<file path="src/rtl/game_screen_pkg.sv">
// Shared screen constants, RGB565 colours and loading-bar state encoding
// for the OLED game screens.
package game_screen_pkg;

  localparam int SCREEN_W = 96;
  localparam int SCREEN_H = 64;

  localparam logic [15:0] C_BG_DEF     = 16'h5FFF;
  localparam logic [15:0] C_BORDER_DEF = 16'h0000;
  localparam logic [15:0] C_FILL_DEF   = 16'h07E0;
  localparam logic [15:0] C_EMPTY_DEF  = 16'hFFFF;

  typedef enum logic [1:0] {
    ST_IDLE,
    ST_FILL,
    ST_FLASH,
    ST_DONE
  } lb_state_e;

endpackage

</file>
<file path="src/rtl/loading_bar_raster.sv">
// Combinational pixel classifier for the loading bar: border ring membership
// and segment hit/index via one range comparator pair per segment.
module loading_bar_raster #(
  parameter int BAR_X0  = 10,
  parameter int BAR_Y0  = 26,
  parameter int BAR_W   = 80,
  parameter int BAR_H   = 24,
  parameter int BORDER  = 3,
  parameter int PAD     = 1,
  parameter int NUM_SEG = 4,
  parameter int GAP     = 1
) (
  input  logic [6:0] x_i,
  input  logic [5:0] y_i,
  output logic       in_border_o,
  output logic       in_seg_o,
  output logic [4:0] seg_idx_o
);

  localparam int OX1   = BAR_X0 + BAR_W - 1;
  localparam int OY1   = BAR_Y0 + BAR_H - 1;
  localparam int SX0   = BAR_X0 + BORDER + PAD;
  localparam int SX1   = BAR_X0 + BAR_W - 1 - BORDER - PAD;
  localparam int SY0   = BAR_Y0 + BORDER + PAD;
  localparam int SY1   = BAR_Y0 + BAR_H - 1 - BORDER - PAD;
  localparam int SEG_W = (SX1 - SX0 + 1 - (NUM_SEG - 1) * GAP) / NUM_SEG;

  int xv;
  int yv;
  logic in_outer;
  logic in_inner;
  logic in_rows;
  logic [NUM_SEG-1:0] hit;

  assign xv = 32'(x_i);
  assign yv = 32'(y_i);

  assign in_outer = (xv >= BAR_X0) && (xv <= OX1) && (yv >= BAR_Y0) && (yv <= OY1);
  assign in_inner = (xv >= BAR_X0 + BORDER) && (xv <= OX1 - BORDER) &&
                    (yv >= BAR_Y0 + BORDER) && (yv <= OY1 - BORDER);
  assign in_border_o = in_outer && !in_inner;
  assign in_rows = (yv >= SY0) && (yv <= SY1);

  // The last segment stretches to SX1 so integer-division leftovers are not lost.
  for (genvar k = 0; k < NUM_SEG; k++) begin : g_seg
    localparam int L = SX0 + k * (SEG_W + GAP);
    localparam int R = (k == NUM_SEG - 1) ? SX1 : (L + SEG_W - 1);
    assign hit[k] = in_rows && (xv >= L) && (xv <= R);
  end

  assign in_seg_o = |hit;

  always_comb begin
    seg_idx_o = 5'd0;
    for (int k = 0; k < NUM_SEG; k++) begin
      if (hit[k]) seg_idx_o = 5'(k);
    end
  end

endmodule

</file>
<file path="src/rtl/loading_bar_screen.sv">
// Animated loading-bar screen: fill FSM with blink/flash timing driven by
// frame ticks, plus a registered RGB565 pixel output for the OLED mux.
module loading_bar_screen
  import game_screen_pkg::*;
#(
  parameter int          BAR_X0        = 10,
  parameter int          BAR_Y0        = 26,
  parameter int          BAR_W         = 80,
  parameter int          BAR_H         = 24,
  parameter int          BORDER        = 3,
  parameter int          PAD           = 1,
  parameter int          NUM_SEG       = 4,
  parameter int          GAP           = 1,
  parameter int          TICKS_PER_SEG = 15,
  parameter int          BLINK_TICKS   = 8,
  parameter int          DONE_BLINKS   = 3,
  parameter logic [15:0] C_BG          = C_BG_DEF,
  parameter logic [15:0] C_BORDER      = C_BORDER_DEF,
  parameter logic [15:0] C_FILL        = C_FILL_DEF,
  parameter logic [15:0] C_EMPTY       = C_EMPTY_DEF
) (
  input  logic        clk_i,
  input  logic        reset_i,
  input  logic        frame_tick_i,
  input  logic        start_i,
  input  logic        abort_i,
  input  logic        pause_i,
  input  logic [6:0]  x_i,
  input  logic [5:0]  y_i,
  output logic [15:0] oled_data_o,
  output logic [4:0]  seg_count_o,
  output logic        busy_o,
  output logic        done_o
);

  localparam int FLASH_TOGGLES = 2 * DONE_BLINKS;

  lb_state_e   state_q;
  logic [4:0]  seg_count_q;
  logic [15:0] tick_cnt_q;
  logic [15:0] blink_cnt_q;
  logic [15:0] flash_cnt_q;
  logic        blink_q;
  logic        busy_q;
  logic        done_q;
  logic [15:0] oled_q;
  logic [15:0] pixel_d;

  logic       tick;
  logic       blink_wrap;
  logic       in_border;
  logic       in_seg;
  logic [4:0] seg_idx;

  assign tick       = frame_tick_i && !pause_i;
  assign blink_wrap = (blink_cnt_q == 16'(BLINK_TICKS - 1));

  loading_bar_raster #(
    .BAR_X0 (BAR_X0),
    .BAR_Y0 (BAR_Y0),
    .BAR_W  (BAR_W),
    .BAR_H  (BAR_H),
    .BORDER (BORDER),
    .PAD    (PAD),
    .NUM_SEG(NUM_SEG),
    .GAP    (GAP)
  ) u_raster (
    .x_i        (x_i),
    .y_i        (y_i),
    .in_border_o(in_border),
    .in_seg_o   (in_seg),
    .seg_idx_o  (seg_idx)
  );

  // Blink phase runs continuously across FILL and FLASH; flash_cnt counts its toggles.
  always_ff @(posedge clk_i) begin
    if (reset_i || abort_i) begin
      state_q     <= ST_IDLE;
      seg_count_q <= 5'd0;
      tick_cnt_q  <= 16'd0;
      blink_cnt_q <= 16'd0;
      flash_cnt_q <= 16'd0;
      blink_q     <= 1'b0;
      busy_q      <= 1'b0;
      done_q      <= 1'b0;
    end else begin
      if (tick && (state_q == ST_FILL || state_q == ST_FLASH)) begin
        if (blink_wrap) begin
          blink_cnt_q <= 16'd0;
          blink_q     <= ~blink_q;
        end else begin
          blink_cnt_q <= blink_cnt_q + 16'd1;
        end
      end
      case (state_q)
        ST_IDLE, ST_DONE: begin
          if (start_i) begin
            state_q     <= ST_FILL;
            seg_count_q <= 5'd0;
            tick_cnt_q  <= 16'd0;
            blink_cnt_q <= 16'd0;
            flash_cnt_q <= 16'd0;
            blink_q     <= 1'b0;
            busy_q      <= 1'b1;
            done_q      <= 1'b0;
          end
        end
        ST_FILL: begin
          if (tick) begin
            if (tick_cnt_q == 16'(TICKS_PER_SEG - 1)) begin
              tick_cnt_q  <= 16'd0;
              seg_count_q <= seg_count_q + 5'd1;
              if (seg_count_q == 5'(NUM_SEG - 1)) begin
                flash_cnt_q <= 16'd0;
                if (FLASH_TOGGLES == 0) begin
                  state_q <= ST_DONE;
                  busy_q  <= 1'b0;
                  done_q  <= 1'b1;
                end else begin
                  state_q <= ST_FLASH;
                end
              end
            end else begin
              tick_cnt_q <= tick_cnt_q + 16'd1;
            end
          end
        end
        ST_FLASH: begin
          if (tick && blink_wrap) begin
            flash_cnt_q <= flash_cnt_q + 16'd1;
            if (flash_cnt_q == 16'(FLASH_TOGGLES - 1)) begin
              state_q <= ST_DONE;
              busy_q  <= 1'b0;
              done_q  <= 1'b1;
            end
          end
        end
        default: state_q <= ST_IDLE;
      endcase
    end
  end

  always_comb begin
    pixel_d = C_BG;
    if ((32'(x_i) >= 32'(SCREEN_W)) || (32'(y_i) >= 32'(SCREEN_H))) begin
      pixel_d = C_BG;
    end else if (in_border) begin
      pixel_d = C_BORDER;
    end else if (in_seg) begin
      if (seg_idx < seg_count_q) begin
        pixel_d = (state_q == ST_FLASH && !blink_q) ? C_EMPTY : C_FILL;
      end else if (seg_idx == seg_count_q && state_q == ST_FILL) begin
        pixel_d = blink_q ? C_FILL : C_EMPTY;
      end else begin
        pixel_d = C_EMPTY;
      end
    end
  end

  always_ff @(posedge clk_i) begin
    if (reset_i) oled_q <= C_BG;
    else         oled_q <= pixel_d;
  end

  assign oled_data_o = oled_q;
  assign seg_count_o = seg_count_q;
  assign busy_o      = busy_q;
  assign done_o      = done_q;

endmodule
</file>
<file path="config.mk">
export PLATFORM = sky130hd
export DESIGN_NAME = loading_bar_screen
export DESIGN_NICKNAME = d
export VERILOG_FILES = /design/src/rtl/game_screen_pkg.sv /design/src/rtl/loading_bar_raster.sv /design/src/rtl/loading_bar_screen.sv
export SDC_FILE = /design/constraint.sdc
export NUM_CORES = 1
export LEC_CHECK = 0
export ABC_CLOCK_PERIOD_IN_PS = 6600
export BUFFER_PORTS_ARGS = -buffer_cell sky130_fd_sc_hd__buf_4
export CAP_MARGIN = 25
export CORE_MARGIN = 2
export CORE_UTILIZATION = 63
export CTS_CLUSTER_DIAMETER = 200
export DETAILED_ROUTE_END_ITERATION = 7
export PLACE_DENSITY = 0.85
export SLEW_MARGIN = 20
export SYNTH_ARGS = -nofsm -noshare
export SYNTH_HDL_FRONTEND = slang
export SYNTH_SLANG_ARGS = --single-unit
export TNS_END_PERCENT = 50
</file>
<file path="constraint.sdc">
create_clock -name clk_i -period 6.6 [get_ports clk_i]
set_input_delay 0.66 -clock clk_i [delete_from_list [all_inputs] [get_ports clk_i]]
set_output_delay 0.66 -clock clk_i [all_outputs]
set_load 0.02 [all_outputs]
</file>
==> results.sh <==
export IMPL_outcome="complete, no violations"
export IMPL_end_kind="flip-flop"
export IMPL_cp_common_cell="o21ai_2"
export IMPL_p_int_uw=601
export IMPL_grtUsageTotal_pct=26.4
export IMPL_cts_sinks=61
export IMPL_ant_nets=0
export IMPL_clockPowerShare_pct=39.1
export IMPL_overflow=0
export IMPL_cts_hold_buf=0
export IMPL_grt_setup_unrepaired="false"
export IMPL_dpl_cell_area_mm2=0.00374
export IMPL_syn_mean_instance_area_um2=8.19
export IMPL_synth_edf_count=0
export IMPL_area_growth_pct=12.2
export IMPL_rr_startpoint="tick_cnt_q[1]"
export IMPL_nNetsFinal=482
export IMPL_layout_setup_ws_ns=3.54
export IMPL_critPathLaunchType="flip-flop"
export IMPL_layout_commonest_cell="dfxtp_1"
export IMPL_io_buffers=41
export IMPL_rows=27
export IMPL_ys_seq_elements=61
export IMPL_coreArea_mm2=0.00544
export IMPL_grtUsageMet3_pct=6.90
export IMPL_grt_max_degree=33
export IMPL_syn_num_nets=458
export IMPL_antenna_found_initial=0
export IMPL_ir_worst_vdd_mv=0.159
export IMPL_max_slew_worst_pin_slew_ns=0.992
export IMPL_hold_path_class="flip-flop to flip-flop"
export IMPL_synthArstFlopShare_pct=0
export IMPL_wl_um=7680
export IMPL_first_iter_violations=213
export IMPL_finalWeightedCongestion=0.844
export IMPL_syn_cell_area_mm2=0.00350
export IMPL_final_min_clock_period_ns=3.06
export IMPL_via_count=3244
export IMPL_nFillCells=434
export IMPL_ys_flop_type="dfxtp_1"
export IMPL_holdWs_ns=0.490
export IMPL_yosysUniqueCellTypes=53
export IMPL_pre_cts_slack_ns=3.62
export IMPL_postCtsSetupBuffers=0
export IMPL_critPathLaunch="tick_cnt_q[1]"
export IMPL_layout_worst_path_cycle_share_pct=46.3
export IMPL_grt_pass1_vias=3025
export IMPL_cts_buffer_depth=2
export IMPL_dieArea_mm2=0.00618
export IMPL_design_area_mm2=0.00393
export IMPL_total_power_uw=836
export IMPL_r2r_setup_slack_ns=3.54
export IMPL_hold_viol=0
export IMPL_ys_warn_count=0
export IMPL_p_leak_nw=1.31
export IMPL_grtUsageMet2_pct=44.6
export IMPL_slowest_delay_ns=0.67
export IMPL_path_delay_family="compound AO/OA/AOI/OAI gates"
export IMPL_finClkSkew_ns=0.0110
export IMPL_tritoncts="done"
export IMPL_die_height_um=78.6
export IMPL_wire_per_inst_um=14.5
export IMPL_diodes=0
export IMPL_cp_endpoint="flash_cnt_q[15]"
export IMPL_slew_violations=0
export IMPL_crit_chain="ha_1 > or3b_2 > o41ai_4 > o21ai_2 > o21ai_2 > a21oi_1"
export IMPL_drc_errors=0
export IMPL_syn_inst=428
export IMPL_path_depth=6
export IMPL_r2r_end="flash_cnt_q[15]"
export IMPL_use_met1_pct=32.5
export IMPL_tns_ns=0
export IMPL_worstPathBufferInverterCount=0
export IMPL_cts_repair_resized=0
export IMPL_io_pins=42
export IMPL_grt_busiest_layer="met2"
export IMPL_max_freq_ghz=0.327
export IMPL_ctsHtreeMaxLevel=3
export IMPL_crit_type="flip-flop to flip-flop"
export IMPL_cts_root_buf="clkbuf_8"
export IMPL_dr_pass1_iters=5
export IMPL_cts_buffers_inserted=9
export IMPL_power_frac_seq_pct=45.4
export IMPL_cp_slowest_cell="o21ai_2"
export IMPL_power_density_mw_per_mm2=213
export IMPL_setup_viol=0
export IMPL_via_per_inst=6.13
export IMPL_rr_worst_depth=6
export IMPL_post_place_cells=513
export IMPL_worstPathArrival_ns=3.25
export IMPL_die_w_um=78.6
export IMPL_insertion_delay_ns=0.34
export IMPL_synth_seq_area_share_pct=34.8
export IMPL_cp_max_fo=30
export IMPL_max_slew_margin_pct=33.8
export IMPL_combinationalPowerShare_pct=15.5
export IMPL_cap_violations=0
export IMPL_stdcell_count=529
export IMPL_cp_required_ns=6.79
export IMPL_initial_utilization_pct=64.4
export IMPL_dp_hpwl_um=5370
export IMPL_cts_clk_slew_worst_paths_ns=0.07
export IMPL_grt_pass1_wl_um=13300
export IMPL_p_sw_uw=235
export IMPL_p_sw_share_pct=28.1
export IMPL_final_core_util_pct=72.3
export IMPL_drive_above_1_share_pct=14.4
export IMPL_final_cell_mix="dfxtp_1, buf_4, nor2_1"
cells by family (layout without fill, tap and decap cells):
logic type,after synthesis,count (layout),share of synthesized area [%]
AOI/OAI and AO/OA,88,88,17.0
xor gates and xnor gates,29,29,7.25
adders and majority gates,11,11,3.93
buffers and inverters,43,72,6.46
DFF,61,61,34.8
muxes,1,1,0.286
and+or+nand+nor,195,195,30.2
metal layers:
layer,wire length (um),up-vias
li1,-,1618
met1,3370,1510
met2,3780,103
met3,442,13
met4,87,0
met5,0,-
layout make-up:
cell class | instances | area, um^2 | share of cell area (%)
well taps | 72 | 90.1 | 2.29
multi-input cells | 324 | 2060 | 52.3
clock inverters | 4 | 47.5 | 1.21
flip-flops and latches | 61 | 1220 | 31.1
inverters | 13 | 48.8 | 1.24
repair buffers | 43 | 323 | 8.21
clock buffers | 12 | 145 | 3.69
synthesized netlist by cell type, types with 2 or more instances:
master	instances	area share (%)
and2_1	6	1.1
o31ai_1	16	3.4
nand2b_1	4	0.71
o21ai_2	2	0.50
nand4_1	21	3.7
nor2b_1	5	0.89
nor4b_1	3	0.75
nand2_1	34	3.6
nor4bb_1	2	0.57
inv_1	13	1.4
o21ai_0	10	1.4
a31oi_1	5	0.89
nor4_1	7	1.2
nor3_1	10	1.4
a2111oi_0	2	0.50
o211ai_1	4	0.86
or2_2	3	0.54
dfxtp_1	61	35
nor2_1	41	4.4
clkbuf_1	13	1.4
xnor2_1	12	3.0
a311oi_1	4	1.0
or4_1	14	3.0
buf_6	2	0.64
a211oi_1	3	0.64
a21oi_1	29	4.1
buf_4	13	2.8
and4_1	4	1.0
xor2_1	17	4.2
nand3_1	21	3.0
or3_1	4	0.71
nand4b_1	2	0.50
o21a_1	4	0.86
ha_1	11	3.9
and3_1	8	1.4
registers in the layout (all words and copies together), names as in the netlist:
signal and cells:
flash_cnt_q 16, done_o 1, blink_cnt_q 16, seg_count_o 5, busy_o 1, blink_q 1
oled_data_o 3, tick_cnt_q 16, state_q 2
worst min-delay path by stage:
stage,start,end,slack (ns),cells past startpoint
global route,busy_o,busy_o,0.51,2
floorplan,blink_cnt_q[1],blink_cnt_q[1],0.44,2
CTS,blink_cnt_q[1],blink_cnt_q[1],0.49,2
global placement,blink_cnt_q[1],blink_cnt_q[1],0.46,2
finish,blink_cnt_q[1],blink_cnt_q[1],0.49,2
detailed placement,blink_cnt_q[1],blink_cnt_q[1],0.48,2
worst register-to-register path, cell delays in order (launching register included):
cell and delay, ns:
dfxtp_1 0.44, ha_1 0.19, or3b_2 0.47, o41ai_4 0.61
o21ai_2 0.44, o21ai_2 0.67, a21oi_1 0.10
power by group through the flow:
stage	Sequential [mW]	Clock [mW]	Combinational, mW
final	0.380	0.327	0.129
after global routing	0.381	0.350	0.143
after CTS	0.380	0.335	0.128
after detailed placement	0.388	0	0.127
after global placement	0.388	0	0.124
after floorplan	0.389	0	0.0977
No activity file was read; power rests on OpenSTA's default activity.
